[src/rtl/mem_pkg.sv]
// Shared types and defaults for the memory responder and its word array.
// FSM encoding, default latency/depth, and the illegal-request rule.
package mem_pkg;

   localparam int DATA_W      = 16;
   localparam int CNT_W       = 4;
   localparam int DEF_LATENCY = 4;
   localparam int DEF_AW      = 8;

   typedef enum logic [1:0] {
      ST_IDLE = 2'd0,
      ST_BUSY = 2'd1,
      ST_RESP = 2'd2
   } state_t;

   // Both strobes at once or an odd byte address cannot be serviced.
   function automatic logic is_illegal(input logic rd, input logic wr, input logic addr_lsb);
      return (rd & wr) | addr_lsb;
   endfunction

endpackage

[src/rtl/mem_array_sync.sv]
// 2^AW x DW word store: synchronous write, combinational read.
// No reset; contents survive responder reset.
module mem_array_sync
   import mem_pkg::*;
#(
   parameter int AW = DEF_AW,
   parameter int DW = DATA_W
) (
   input  logic          clk,
   input  logic          wr_vld,
   input  logic [AW-1:0] wr_addr,
   input  logic [DW-1:0] wr_dat,
   input  logic [AW-1:0] rd_addr,
   output logic [DW-1:0] rd_dat
);

   logic [DW-1:0] mem [2**AW];

   always_ff @(posedge clk) begin
      if (wr_vld) begin
         mem[wr_addr] <= wr_dat;
      end
   end

   assign rd_dat = mem[rd_addr];

endmodule

[src/rtl/mem_responder.sv]
// Single-outstanding memory responder: Done pulses LATENCY cycles after accept.
// Stall is high while busy; requests seen during BUSY/RESP are dropped, not queued.
module mem_responder
   import mem_pkg::*;
#(
   parameter int LATENCY = DEF_LATENCY,
   parameter int AW      = DEF_AW
) (
   input  logic        clk,
   input  logic        rst,
   input  logic [15:0] Addr,
   input  logic [15:0] DataIn,
   input  logic        Rd,
   input  logic        Wr,
   output logic [15:0] DataOut,
   output logic        Done,
   output logic        Stall,
   output logic        err
);

   state_t             state, state_nxt;
   logic [CNT_W-1:0]   cnt, cnt_nxt;
   logic [AW:0]        cap_addr;
   logic [DATA_W-1:0]  cap_dat;
   logic               cap_rd, cap_wr;
   logic               accept, finish, illegal;
   logic               done_nxt, stall_nxt, err_nxt;
   logic [DATA_W-1:0]  dout_nxt;
   logic [DATA_W-1:0]  rd_dat;
   logic               wr_vld;

   // Upper address bits fold away: the array is addressed modulo its byte size.
   logic unused_addr_hi;
   assign unused_addr_hi = ^Addr[15:AW+1];

   assign illegal = is_illegal(cap_rd, cap_wr, cap_addr[0]);

   always_comb begin
      state_nxt = state;
      cnt_nxt   = cnt;
      accept    = 1'b0;
      finish    = 1'b0;
      case (state)
         ST_IDLE: begin
            if (Rd | Wr) begin
               accept    = 1'b1;
               cnt_nxt   = CNT_W'(LATENCY - 2);
               state_nxt = ST_BUSY;
            end
         end
         ST_BUSY: begin
            if (cnt == '0) begin
               finish    = 1'b1;
               state_nxt = ST_RESP;
            end else begin
               cnt_nxt = cnt - CNT_W'(1);
            end
         end
         ST_RESP: state_nxt = ST_IDLE;
         default: state_nxt = ST_IDLE;
      endcase
   end

   always_comb begin
      done_nxt  = finish;
      stall_nxt = (state_nxt == ST_BUSY);
      err_nxt   = finish & illegal;
      dout_nxt  = DataOut;
      if (finish & illegal) begin
         dout_nxt = '0;
      end else if (finish & cap_rd) begin
         dout_nxt = rd_dat;
      end
   end

   // Gated by rst so a reset landing on the commit edge drops the write.
   assign wr_vld = finish & ~illegal & cap_wr & rst;

   always_ff @(posedge clk) begin
      if (!rst) begin
         state    <= ST_IDLE;
         cnt      <= '0;
         Done     <= 1'b0;
         Stall    <= 1'b0;
         err      <= 1'b0;
         DataOut  <= '0;
         cap_addr <= '0;
         cap_dat  <= '0;
         cap_rd   <= 1'b0;
         cap_wr   <= 1'b0;
      end else begin
         state   <= state_nxt;
         cnt     <= cnt_nxt;
         Done    <= done_nxt;
         Stall   <= stall_nxt;
         err     <= err_nxt;
         DataOut <= dout_nxt;
         if (accept) begin
            cap_addr <= Addr[AW:0];
            cap_dat  <= DataIn;
            cap_rd   <= Rd;
            cap_wr   <= Wr;
         end
      end
   end

   mem_array_sync #(
      .AW (AW),
      .DW (DATA_W)
   ) u_array (
      .clk     (clk),
      .wr_vld  (wr_vld),
      .wr_addr (cap_addr[AW:1]),
      .wr_dat  (cap_dat),
      .rd_addr (cap_addr[AW:1]),
      .rd_dat  (rd_dat)
   );

endmodule

[config.mk]
export PLATFORM = sky130hd
export DESIGN_NAME = mem_responder
export DESIGN_NICKNAME = d
export VERILOG_FILES = /design/src/rtl/mem_pkg.sv /design/src/rtl/mem_array_sync.sv /design/src/rtl/mem_responder.sv
export SDC_FILE = /design/constraint.sdc
export NUM_CORES = 2
export LEC_CHECK = 0
export CAP_MARGIN = 0
export CORE_MARGIN = 2
export CORE_UTILIZATION = 49
export DETAILED_ROUTE_END_ITERATION = 7
export SLEW_MARGIN = 10
export SYNTH_ARGS = -nofsm -noshare
export SYNTH_HDL_FRONTEND = slang
export SYNTH_SLANG_ARGS = --single-unit
[constraint.sdc]
create_clock -name clk -period 10.62 [get_ports clk]
set_input_delay 3.186 -clock clk [delete_from_list [all_inputs] [get_ports clk]]
set_output_delay 3.186 -clock clk [all_outputs]
set_load 0.03 [all_outputs]
==> flow_summary.toml <==
[final_layout]
final_common_cell = "sky130_fd_sc_hd__edfxtp_1"
num-fill-cells = 24080
sequential_cell_area_sq_mm = 0.1241
area_occupied_by_multi_input_gates_sq_mm = 0.03346
finalInstanceArea_sq_mm = 0.1795
syn2layout_area_growth_pct = 12.55
final_layout_size_suffix_gt1_share_pct = 26.50
layout_common_cells = "4096 x sky130_fd_sc_hd__edfxtp_1, 1022 x sky130_fd_sc_hd__mux4_2, 424 x sky130_fd_sc_hd__clkbuf_16"
nNetsFinal = 7695

[power_and_ir_drop]
power_per_cell_area_mw_per_mm2 = 202.3
peakVddDrop_mv = 0.1992
total_switching_power_uw = 8587
intPower_uw = 27730
switching_power_as_a_share_of_total_power_pct = 23.64
power.share.sequential_pct = 51.1
power_frac_clock_pct = 39.7
cellLeakagePower_uw = 0.05604
combinationalPowerShare_pct = 9.2

[cts]
hold_buffers = 0
clock_pin_slew_on_the_worst_setup_and_hold_paths_ns = 0.06
clkSinkCount = 4148
cts-buffers-inserted = 415
postCtsSetupBuffers = 0
cts_repair_resize_count = 0
cts_tree = "built"
cts_htree_levels = 5
clock_tree.buffer_depth = 4
clk_latency_ns = 0.97
cts_root_buffer = "sky130_fd_sc_hd__clkbuf_16"

[grt]
global_route.overflow_total = 0
groute.layer.met3.usage_pct = 4.174
grt_antenna_before_repair = 17
grtUsageMet1_pct = 37.51
largest_net_degree_at_the_start_of_global_routing = 193
track_usage_pct = 26.05
grt_pass1_wl_um = 604800
vias_in_the_first_global_route = 77260
grt_util_met2_pct = 40.14
grt-busiest-layer = "met2"

[synth]
number_of_storage_elements_in_the_synthesis_netlist = 4148
synth_xor_area_share_pct = 0.01098
yosys_most_used_dff = "sky130_fd_sc_hd__edfxtp_1"
synth_simple_gate_area_share_pct = 2.465
ys_async_sr_fraction_pct = 0
synth_compound_gate_area_share_pct = 2.203
mappedNetlistNets = 7333
muxShareOfSynthArea_pct = 16.06
syn-mean-instance-area_sq_um = 21.86
netlist_instances = 7295
ys_warn_count = 0
synth_seq_area_share_pct = 77.77
adder_and_majority_cell_fraction_of_the_synthesized_area_pct = 0.01569
yosys.cell_types.count = 74
synth_top_family_by_area = "multiplexers"
syn-cell-area_sq_mm = 0.1595
number_of_flops_mapped_to_enable_cells_by_yosys = 4096

[sta]
achievable-frequency_ghz = 0.1445
final_max_slew_viol_count = 0
timing.slew.headroom_pct = 2.039
report.final.setup_viol = 0
fin_worst_skew_ns = 0.03773
post_layout_minimum_cycle_time_ns = 6.919
hold-worst-slack_ns = 0.4896
final.period_utilization_pct = 65.15
totalNegativeSetupSlack_ns = 0
worst_slew_pin_slew_ns = 1.469
timing_hold_violations_final = 0
setup_repair_after_global_routing_missed_its_margin = "no"
layout_setup_ws_ns = 3.701

[outcome]
outcome = "finished clean"

[placement]
placed_cell_area_sq_mm = 0.1662
dpl_worst_slack_ns = 2.685
io_buffers = 47
place.detailed.hpwl_um = 254200
routability_driven_placement_congestion_ratio = 0.8588

[critical_path]
setup_crit_path_kind = "primary input to flop"
worst_setup_path_end_kind = "flop"
crit_path_top_delay_cell = "sky130_fd_sc_hd__nor3_1"
worst-path-max-fanout = 35
worst_path_largest_cell_delay_ns = 0.88
worstPathCellList = "clkdlybuf4s50_1 -> buf_4 -> and3_1 -> nand3_1 -> nor3_1 -> nand2_2 -> buf_4 -> nor2_2"
critical_path_required_ns = 11.17
cp_top_family = "simple AND/OR/NAND/NOR gates"
critPathArrivalTime_ns = 7.47
cpMostUsedCell = "sky130_fd_sc_hd__buf_4"
start_kind = "primary input"
timing.critical_path.buf_inv = 3

[floorplan]
die_h_um = 574.5
die_width_um = 574.5
floorplan.die_area_sq_mm = 0.3301
rows = 209
design.core.area_sq_mm = 0.3240
floorplan.initialDensity_pct = 49.22
io_pins = 55

[drt]
post_drt_via_cell_ratio = 6.347
route.vias.total = 78110
ant_nets = 0
dr.pass1.iters = 6
routed_wire_length_per_instance_um = 35.15
drc_marker_count_from_the_first_detailed_route_iteration = 10670
route.final.wire_length_um = 432600
post-route-drc-count = 0

[job]
drv.max_cap_violation_count = 0

[min_path]
hold_class = "flop to flop"
[power groups by stage]
stage / sequential [uW] / clock (uW) / combinational [uW]
global route: 18600 / 15200 / 3460
finish: 18600 / 14400 / 3340
detailed placement: 18900 / 0 / 3340
CTS: 18600 / 14600 / 3350
global placement: 18900 / 0 / 3310
floorplan: 19100 / 0 / 1800
[per-layer routing]
layer  share of wire (%)  vias up
met5                   0        -
met3                 8.2      671
met2                  47     3801
met4                 4.7        0
met1                  40    42280
li1                    -    31360
[flip-flops by register name, indices dropped and copies added (netlist names)]
register     count
u_array.mem   4096
Stall            1
DataOut         16
cnt              4
state            2
Done             1
err              1
cap_addr         9
cap_dat         16
cap_wr           1
cap_rd           1
[layout make-up]
cell class              count  share of cell area, %
diodes                      2               0.002788
clock inverters           231                  1.266
clock buffers             509                  6.133
inverters                   6                0.02091
multi-input cells        2710                  18.64
flip-flops and latches   4148                  69.15
well taps                4325                  3.015
repair buffers            376                  1.771
[tightest hold or removal path: stages, from the launching register on]
cell,delay (ns)
sky130_fd_sc_hd__dfxtp_1,0.32
sky130_fd_sc_hd__nand2_1,0.05
sky130_fd_sc_hd__a21boi_0,0.06
[per-stage QoR]
stage | instances | util [%] | total power, uW
after CTS | 12310 | 55.40 | 36520
final | 12310 | 55.40 | 36320
after global placement | 11570 | 51.30 | 22200
after floorplan | 7295 | - | 20870
after detailed placement | 11570 | 51.30 | 22250
after global routing | 12310 | 55.40 | 37260
[cells by family (layout without fill, tap and decap cells)]
family	after synthesis	after routing
adder cells (fa/ha/maj)	2	2
multiplexers	1279	1279
other	0	2
AND/OR/NAND/NOR	918	918
XOR/XNOR	2	2
buffers and inverters	437	1122
AO/OA/AOI/OAI	509	509
flip-flops	4148	4148
[cell usage after synthesis, types with 10 or more instances]
library cell | count | area share (%)
sky130_fd_sc_hd__nand2_1 | 397 | 0.93
sky130_fd_sc_hd__a21oi_1 | 110 | 0.35
sky130_fd_sc_hd__clkbuf_1 | 142 | 0.33
sky130_fd_sc_hd__and3_1 | 15 | 0.059
sky130_fd_sc_hd__buf_2 | 156 | 0.49
sky130_fd_sc_hd__edfxtp_1 | 4096 | 77
sky130_fd_sc_hd__nand4_1 | 13 | 0.051
sky130_fd_sc_hd__nand3_1 | 63 | 0.20
sky130_fd_sc_hd__a32oi_1 | 96 | 0.53
sky130_fd_sc_hd__nor2_1 | 321 | 0.76
sky130_fd_sc_hd__nor4_1 | 10 | 0.039
sky130_fd_sc_hd__nor2b_1 | 11 | 0.043
sky130_fd_sc_hd__o21ai_0 | 63 | 0.20
sky130_fd_sc_hd__a211oi_1 | 13 | 0.061
sky130_fd_sc_hd__mux4_2 | 1022 | 14
sky130_fd_sc_hd__o22ai_1 | 43 | 0.17
sky130_fd_sc_hd__dfxtp_1 | 52 | 0.65
sky130_fd_sc_hd__a31oi_1 | 23 | 0.090
sky130_fd_sc_hd__a21boi_0 | 27 | 0.13
sky130_fd_sc_hd__a22oi_1 | 60 | 0.28
sky130_fd_sc_hd__nor3_1 | 24 | 0.075
sky130_fd_sc_hd__buf_4 | 73 | 0.34
sky130_fd_sc_hd__buf_1 | 30 | 0.071
sky130_fd_sc_hd__mux2i_1 | 237 | 1.5
sky130_fd_sc_hd__and2_1 | 10 | 0.039
sky130_fd_sc_hd__mux2_2 | 20 | 0.14
sky130_fd_sc_hd__buf_6 | 28 | 0.20
[path summary, 6_finish.rpt]
path | startpoint | endpoint | slack, ns | cells past startpoint
min | cap_wr | cap_wr | 0.49 | 2
max | rst | u_array.mem[105][15] | 3.70 | 8
min reg2reg | cap_wr | cap_wr | 0.49 | 2
max reg2reg | cap_addr[1] | u_array.mem[105][15] | 4.68 | 6
Power figures use the tool's default switching activity.
